$ cat src/rtl/muldiv_unit.sv
`default_nettype none
// ============================================================================
// Module   : muldiv_unit
// Purpose  : Iterative unsigned MUL/MULHU/DIVU/REMU unit feeding the RF write port.
// Revision : 1.0
// ============================================================================
module muldiv_unit #(
   parameter int DATA_WIDTH    = 32,
   parameter int ADDRESS_WIDTH = 5
) (
   input  logic                     clk,
   input  logic                     rst,
   input  logic                     start,
   input  logic [1:0]               op,
   input  logic [DATA_WIDTH-1:0]    rs1_val,
   input  logic [DATA_WIDTH-1:0]    rs2_val,
   input  logic [ADDRESS_WIDTH-1:0] rd_in,
   output logic                     busy,
   output logic                     done,
   output logic [DATA_WIDTH-1:0]    result,
   output logic [ADDRESS_WIDTH-1:0] rd_out
);

   localparam int                CNT_W  = (DATA_WIDTH > 1) ? $clog2(DATA_WIDTH) : 1;
   localparam logic [CNT_W-1:0]  C_LAST = CNT_W'(DATA_WIDTH - 1);
   localparam logic [1:0]        C_MUL   = 2'b00;
   localparam logic [1:0]        C_MULHU = 2'b01;
   localparam logic [1:0]        C_DIVU  = 2'b10;

   typedef enum logic [1:0] {
      S_IDLE = 2'd0,
      S_RUN  = 2'd1,
      S_DONE = 2'd2
   } state_t;

   state_t                      r_state;
   logic [CNT_W-1:0]            r_cnt;
   logic [1:0]                  r_op;
   logic [ADDRESS_WIDTH-1:0]    r_rd;
   logic [DATA_WIDTH-1:0]       r_b;
   logic [2*DATA_WIDTH-1:0]     r_prod;
   logic [DATA_WIDTH-1:0]       r_rem;
   logic [DATA_WIDTH-1:0]       r_quo;
   logic                        r_busy;
   logic                        r_done;
   logic [DATA_WIDTH-1:0]       r_result;
   logic [ADDRESS_WIDTH-1:0]    r_rd_out;

   logic [DATA_WIDTH:0]         w_add;
   logic [2*DATA_WIDTH-1:0]     w_prod_nxt;
   logic [DATA_WIDTH:0]         w_shift;
   logic                        w_ge;
   logic [DATA_WIDTH-1:0]       w_diff;
   logic [DATA_WIDTH-1:0]       w_rem_nxt;
   logic [DATA_WIDTH-1:0]       w_quo_nxt;
   logic [DATA_WIDTH-1:0]       w_res;

   // Shift-add: the low half of r_prod starts as the multiplier and drains out LSB first.
   assign w_add      = {1'b0, r_prod[2*DATA_WIDTH-1:DATA_WIDTH]}
                     + (r_prod[0] ? {1'b0, r_b} : {(DATA_WIDTH+1){1'b0}});
   assign w_prod_nxt = {w_add, r_prod[DATA_WIDTH-1:1]};

   // Restoring division with a DATA_WIDTH+1 bit partial remainder; a zero divisor
   // naturally yields an all-ones quotient and the dividend as remainder.
   assign w_shift    = {r_rem, r_quo[DATA_WIDTH-1]};
   assign w_ge       = (w_shift >= {1'b0, r_b});
   assign w_diff     = w_shift[DATA_WIDTH-1:0] - r_b;
   assign w_rem_nxt  = w_ge ? w_diff : w_shift[DATA_WIDTH-1:0];
   assign w_quo_nxt  = {r_quo[DATA_WIDTH-2:0], w_ge};

   always_comb begin
      w_res = w_rem_nxt;
      case (r_op)
         C_MUL:   w_res = w_prod_nxt[DATA_WIDTH-1:0];
         C_MULHU: w_res = w_prod_nxt[2*DATA_WIDTH-1:DATA_WIDTH];
         C_DIVU:  w_res = w_quo_nxt;
         default: w_res = w_rem_nxt;
      endcase
   end

   always_ff @(posedge clk or posedge rst) begin
      if (rst) begin
         r_state  <= S_IDLE;
         r_cnt    <= '0;
         r_op     <= '0;
         r_rd     <= '0;
         r_b      <= '0;
         r_prod   <= '0;
         r_rem    <= '0;
         r_quo    <= '0;
         r_busy   <= 1'b0;
         r_done   <= 1'b0;
         r_result <= '0;
         r_rd_out <= '0;
      end else begin
         case (r_state)
            S_IDLE: begin
               r_done <= 1'b0;
               r_busy <= 1'b0;
               if (start) begin
                  r_op    <= op;
                  r_rd    <= rd_in;
                  r_b     <= rs2_val;
                  r_prod  <= {{DATA_WIDTH{1'b0}}, rs1_val};
                  r_quo   <= rs1_val;
                  r_rem   <= '0;
                  r_cnt   <= '0;
                  r_busy  <= 1'b1;
                  r_state <= S_RUN;
               end
            end
            S_RUN: begin
               r_prod <= w_prod_nxt;
               r_rem  <= w_rem_nxt;
               r_quo  <= w_quo_nxt;
               r_cnt  <= r_cnt + CNT_W'(1);
               if (r_cnt == C_LAST) begin
                  r_result <= w_res;
                  r_rd_out <= r_rd;
                  r_busy   <= 1'b0;
                  r_done   <= 1'b1;
                  r_state  <= S_DONE;
               end
            end
            S_DONE: begin
               r_done  <= 1'b0;
               r_busy  <= 1'b0;
               r_state <= S_IDLE;
            end
            default: begin
               r_done  <= 1'b0;
               r_busy  <= 1'b0;
               r_state <= S_IDLE;
            end
         endcase
      end
   end

   assign busy   = r_busy;
   assign done   = r_done;
   assign result = r_result;
   assign rd_out = r_rd_out;

endmodule
`default_nettype wire

$ cat config.mk
export PLATFORM = sky130hd
export DESIGN_NAME = muldiv_unit
export DESIGN_NICKNAME = d
export VERILOG_FILES = /design/src/rtl/muldiv_unit.sv
export SDC_FILE = /design/constraint.sdc
export NUM_CORES = 1
export LEC_CHECK = 0
export ABC_AREA = 1
export CORE_UTILIZATION = 60
export DETAILED_ROUTE_END_ITERATION = 6
export GPL_TIMING_DRIVEN = 0
export PLACE_DENSITY = 0.82
export SKIP_CTS_REPAIR_TIMING = 1
export SLEW_MARGIN = 20
export SYNTH_ARGS = -nofsm -noshare
export SYNTH_HDL_FRONTEND = slang
export SYNTH_SLANG_ARGS = --single-unit
$ cat constraint.sdc
create_clock -name clk -period 7.6 [get_ports clk]
set_input_delay 0.76 -clock clk [delete_from_list [all_inputs] [get_ports clk]]
set_output_delay 0.76 -clock clk [all_outputs]
set_load 0.05 [all_outputs]
---- Yosys cells after proc, flatten, opt, wreduce, memory -nomap -nowiden ----
Cells that the tools add are included.
word-level totals
  flip-flop bits (word level) ............. 213
  input bits .............................. 74
  output and inout bits ................... 39
  word-level logic and storage cells ...... 48
cells by class
  add/subtract/negate cells ............... 3
  $lt $le $gt $ge ......................... 1
  equal/unequal tests ..................... 6
  mux-type cells .......................... 19
  reduce and logical (&&, ||, !) cells .... 7
operator list
  cell                 count
  $mux 32              4
  $pmux 32 s2          2
  $pmux 64 s2          1
  $pmux 32 s3          1
  $mux 64              1
  $add 32x32->33       1
  $ge 33x32->1         1
  $sub 32x32->32       1
  $pmux 5 s2           1
  $reduce_and 2->1     4
  $add 5x1->5 const B  1
  $eq 5x5->1 const B   1
  $mux 5               1
  $eq 2x1->1 const B   2
  $logic_not 2->1      2
  $mux 1               4
  $mux 2               2
  $ne 2x2->1 const B   2
  $pmux 2 s2           1
  $eq 2x2->1 const B   1
  $pmux 1 s2           1
  $reduce_bool 2->1    1

---- Logic depth before layout (Yosys ltp) ----
  depth in word-level cells ............... 3
  depth in mapped cells ................... 19
  depth with buffers taken out ............ 18

---- Worst setup path after synthesis ----
OpenSTA, ideal clock, no wires.
  path kind ............................... flip-flop to flip-flop
  start point ............................. register r_prod[0]
  end point ............................... register r_result[30] (netlist: result[30])
  library setup time ...................... 0.118 ns
  data arrival time ....................... 2.112 ns
  data required time ...................... 7.482 ns
  path slack .............................. 5.370 ns
  stages on the path, launching flop included .. 18
  path buffers ............................ 2
  clock period less this slack ............ 2.230 ns
  path through ............................ dfrtp_1 clkbuf_1 clkbuf_1 nand2_1 inv_1 ha_1 nand2_1 nor2_1 inv_1 nor3_1 and2_1 nand2_1 nand2_1 nand2_1 nand3_1 a21oi_1 nand2_1 nand2_1
on the way
  longest elaborated chain between the ends .. 3
RTL lines
  element                   RTL line  text
  start: declaration        41        logic [2*DATA_WIDTH-1:0] r_prod;
  start signal: assignment  104       r_prod <= {{DATA_WIDTH{1'b0}}, rs1_val};
  start signal: assignment  113       r_prod <= w_prod_nxt;
  $mux 32                   60        + (r_prod[0] ? {1'b0, r_b} : {(DATA_WIDTH+1){1'b0}});
  $add 32x32->33            60
  $pmux 32 s3               73        case (r_op)
  end signal: assignment    118       r_result <= w_res;
  end: declaration          46        logic [DATA_WIDTH-1:0] r_result;
Every way passes these cells.
A chain may end at the register's enable or synchronous reset.

---- Worst setup path after layout ----
  start point ............................. register r_prod[0]
  end point ............................... register r_result[23] (netlist: result[23])
The elaborated chain is that of the path after synthesis.

==> results.json <==
{
  "wl_per_cell_um": 19.2,
  "fill_cells": 1930,
  "yosys-top-cells-count": "nand2_1, inv_1, dfrtp_1",
  "yosysWarnings": 0,
  "syn-num-nets": 2383,
  "rows": 56,
  "synthCells": 2241,
  "setup_slack_ns": 4.17,
  "synth_edf_count": 0,
  "ios": 113,
  "ys_types": 47,
  "antenna_cells": 0,
  "synth_top_cell_area_share_pct": 36.3,
  "rsz0062_at_grt": "false",
  "path_class": "flop to flop",
  "worstSkewPairLatency_ns": 0.55,
  "use_met3_pct": 7.46,
  "dp_cells": 2674,
  "syn_avg_cell_area_sq_um": 6.55,
  "antenna_found_initial": 0,
  "dieArea_sq_um": 25100,
  "hpwl_mm": 40.6,
  "final_hold_viol_count": 0,
  "area_delta_synth_final_pct": 16.6,
  "synth.most_common_cell": "nand2_1",
  "cts_buffer_depth": 3,
  "min_period_over_period_pct": 45.1,
  "maxSlewViolCount": 0,
  "cts_made_buffers": 24,
  "multiInputGateArea_sq_um": 7790,
  "via_per_inst": 5.76,
  "syn_area_sq_um": 14700,
  "critPathArrivalTime_ns": 3.89,
  "cp.required_ns": 8.06,
  "detail-route-antenna-nets": 0,
  "grt_first_pass_wirelength_mm": 79.0,
  "yosys_most_used_dff": "dfrtp_1",
  "clk_pin_slew_ns": 0.06,
  "drc_errors": 0,
  "drtIter0Drc": 2032,
  "drtPass1Iterations": 5,
  "maxSlewHeadroom_pct": 25.6,
  "cp_max_fo": 6,
  "cts_tree": "done",
  "gr-usage-met2_pct": 66.2,
  "yosys.area.top_type": "dfrtp_1",
  "hp-class": "flop to flop",
  "endpoint_kind": "flop",
  "grt.total_usage_pct": 42.3,
  "fp.dieH_um": 158,
  "grt.overflow.total": 0,
  "use_met1_pct": 56.2,
  "io_buffer_count": 112,
  "htreeDepth": 1,
  "post-route-min-period_ns": 3.43,
  "gp_congestion": 1.05,
  "outcome": "complete, no violations",
  "synthTopCellsByArea": "dfrtp_1, nand2_1, inv_1",
  "maxCapViolations": 0,
  "clock_skew_ns": 0.0337,
  "tightest_slew_ns": 1.11,
  "ys_async_sr_fraction_pct": 100,
  "final_nets": 2523,
  "vias": 15600,
  "max_freq_mhz": 291,
  "grt_pass1_vias": 14600,
  "layoutNonFillerInstCount": 2716,
  "drive_gt1_share_pct": 3.84,
  "final-seq-area_sq_um": 5330,
  "setup_viol_count_final": 0,
  "die_w_um": 158,
  "grt_max_degree": 103,
  "grt.busiest_layer": "met2",
  "initial_core_util_pct": 61.8,
  "ys_ff_latch": 213,
  "clock_sinks": 213,
  "core_sq_um": 23800,
  "cts_root_buf": "clkbuf_16",
  "cp-start-kind": "flop",
  "routed_wl_mm": 52.1,
  "pre_cts_slack_ns": 4.41,
  "ys_seq_area_share_pct": 36.3
}
==> kinds of logic after synthesis <==
| kind of cell | synth area share [%] |
|---|---|
| buf+inv | 10.6 |
| flops | 36.3 |
| fa+ha+maj | 5.90 |
| xor+xnor | 1.61 |
| compound gates | 8.74 |
| simple gates | 36.8 |
==> layout make-up <==
class,instances,share of cell area [%]
flip-flops and latches,213,31.2
plain buffers,75,1.98
inverters,324,7.15
well taps,319,2.33
clock buffers,31,3.96
clock inverters,11,0.988
multi-input cells,1629,45.5
repair buffers,114,6.88
==> worst max-delay path, cell delays in order (launching register included) <==
cell and delay (ns):
dfrtp_1 0.32, clkbuf_1 0.30, nand2_1 0.09, inv_1 0.07
ha_1 0.24, inv_1 0.09, fa_1 0.44, inv_1 0.15
nand3_1 0.11, nand3_1 0.20, nand2_1 0.08, nand2_1 0.18
nand3_1 0.16, nand4_1 0.13, nand3_1 0.13, a21oi_1 0.40
nand2_1 0.16, nand2_1 0.09
==> sequential cells by signal, indices dropped and copies added, names as in the netlist <==
name	count
r_b	32
r_rem	32
done	1
result	32
r_prod	64
r_state	2
r_quo	32
r_rd	5
r_cnt	5
busy	1
r_op	2
rd_out	5
==> metal layers <==
layer,vias to the layer above,share of wire (%)
li1,7278,-
met1,7238,40
met2,949,44
met3,167,10
met4,0,6.0
met5,-,0
==> through the flow <==
stage          utilization [%]  hold slack [ns]  setup TNS (ns)  cell area (sq um)
6_report                  72.0            0.478               0              17100
5_1_grt                   72.0            0.498               0              17100
4_1_cts                   72.0            0.481               0              17100
3_5_place_dp              68.4            0.465               0              16300
3_3_place_gp              68.2            0.460         -353.12              16200
2_1_floorplan                -            0.449               0              14700
==> path summary, 6_finish.rpt <==
kind                            startpoint         end  slack, ns  cells past startpoint
worst max-delay path             r_prod[0]  result[23]       4.17                     17
worst min-delay path            result[22]  result[22]       0.48                      2
worst max register to register   r_prod[0]  result[23]       4.17                     17
worst min register to register  result[22]  result[22]       0.48                      2
max in group asynchronous              rst   r_quo[28]       6.10                      3
min in group asynchronous              rst   result[6]       0.61                      2
==> placed cells by master, fill, tap and decap left out, types with 5 or more instances in the layout <==
| cell type | instances |
|---|---|
| o211ai_1 | 11 |
| clkbuf_1 | 56 |
| buf_1 | 5 |
| xor2_1 | 25 |
| and2_1 | 12 |
| o21ai_0 | 55 |
| o221ai_1 | 7 |
| nand2_2 | 7 |
| inv_1 | 319 |
| o21ai_1 | 7 |
| nand4_1 | 5 |
| dfrtp_1 | 213 |
| a21oi_1 | 91 |
| buf_2 | 12 |
| a32o_1 | 7 |
| a22o_1 | 13 |
| nor2_1 | 114 |
| a221oi_1 | 6 |
| nand3b_1 | 8 |
| nand3_1 | 205 |
| nand2_1 | 939 |
| nor3_1 | 9 |
| a21o_1 | 5 |
| clkbuf_16 | 25 |
| ha_1 | 66 |
| clkdlybuf4s50_1 | 112 |
| nor2_2 | 8 |
Power is not shown: default switching activity piles up to over one toggle a cycle in this logic, so the estimate is an artifact.
==> edit: new RTL, config.mk and constraints unchanged <==
Encoding of `state_t`: now one-hot (3 bits for 3 states).
--- a/src/rtl/muldiv_unit.sv
+++ b/src/rtl/muldiv_unit.sv
@@ -27,10 +27,10 @@
    localparam logic [1:0]        C_MULHU = 2'b01;
    localparam logic [1:0]        C_DIVU  = 2'b10;
 
-   typedef enum logic [1:0] {
-      S_IDLE = 2'd0,
-      S_RUN  = 2'd1,
-      S_DONE = 2'd2
+   typedef enum logic [2:0] {
+      S_IDLE = 3'b001,
+      S_RUN  = 3'b010,
+      S_DONE = 3'b100
    } state_t;
 
    state_t                      r_state;
Check against the original RTL: no difference found for any inputs over 10 cycles, from zero or initial values and one cycle with rst high; not proved beyond that.
==> edit against the unedited design <==
  * Cell area shrank 0.42%
  * Count of clock-buffer cells in the layout decreased by 3
  * Die area shrank 0.42%
  * Critical path type unchanged
  * The flow now finishes with violations (design-rule violations)
  * Worst setup slack worse by 0.034 ns
  * Synthesized area decreased by 0.43%
  * Sequential cell count grew 1
  * Sequential share of layout area grew 0.28 points
  * Routed wire length rose by 5.4%
==> edit: results (changes against the unedited design) <==
[metrics] highest cell delay on the worst timing path: 0.37 ns (-0.07 ns)
[metrics] cell count after synthesis: 2225 (-0.71%)
[metrics] instance count after placement with tap cells included: 2658 (-0.60%)
[metrics] Routed met3 length: 5930 um (+8.7%)
[metrics] dpl hpwl: 42300 um (+4.2%)
[metrics] startpoint of the most critical hold path: result[11]
[metrics] routed length on met1: 20500 um (-1.4%)
[metrics] number of global-route vias before repair: 15177 (+4.0%)
[metrics] fraction of the cycle the final worst path needs: 0.456 (+0.00445)
[metrics] cell types occupying the most area after synthesis: sky130_fd_sc_hd__dfrtp_1, sky130_fd_sc_hd__nand2_1, sky130_fd_sc_hd__nand3_1, sky130_fd_sc_hd__inv_1, sky130_fd_sc_hd__ha_1
[metrics] detailed-routing iteration count for the pre-antenna-repair pass: 7 (+2)
[metrics] number of cells on the worst reg-to-reg path: 18 (+1)
[metrics] worst-case register-to-register setup slack: 4.14 ns (-0.03 ns)
[metrics] DRC violations left: 4 (+4)
[metrics] placed cell area: 16200 um2 (-0.38%)
[metrics] number of buffers created by CTS: 25 (+4.2%)
[metrics] drt via density: 5.84 (+1.4%)
[metrics] hold slack final: 0.484 ns (+0.00609 ns)
[metrics] endpoint of the worst register-to-register path: result[20]
[metrics] status: finished with violations
[metrics] hold worst-path end: result[11]
[metrics] met2 WL post-DR: 24600 um (+7.9%)
[metrics] failing checks: design-rule violations
[metrics] fraction of met3 tracks used by global routing: 0.0868 (+0.0122)
[metrics] total routed wirelength: 54900 um (+5.4%)
[metrics] placer congestion estimate: 1.00 (-4.0%)
[metrics] share of cells above drive strength 1: 0.0398 (+0.00147)
==> edit: changes by cell type in the layout (fill, tap and decap cells not counted), moves of 8 or more <==
| cell | unedited run | this run |
|---|---|---|
| sky130_fd_sc_hd__o211ai_1 | 11 | 3 |
| sky130_fd_sc_hd__inv_1 | 319 | 294 |
| sky130_fd_sc_hd__nor2_1 | 114 | 126 |
| sky130_fd_sc_hd__nand3_1 | 205 | 241 |
| sky130_fd_sc_hd__nand2_1 | 939 | 897 |
==> edit: cell type report <==
cell class	instances	area (um2)
inverter	304	1150
timing repair buffer	114	1180
tap	319	399
sequential	214	5360
clock inverter	17	171
clock buffer	28	667
fill	2007	6650
multi-input combinational	1630	7790
buffer	77	327
==> edit: cells by family after synthesis <==
group / count (synthesis) / share of synthesized area
AND/OR/NAND/NOR: 1327 / 0.374
buffers and inverters: 381 / 0.100
flip-flops: 214 / 0.367
AO/OA/AOI/OAI: 204 / 0.0808
adder cells (fa/ha/maj): 68 / 0.0593
XOR/XNOR: 31 / 0.0186
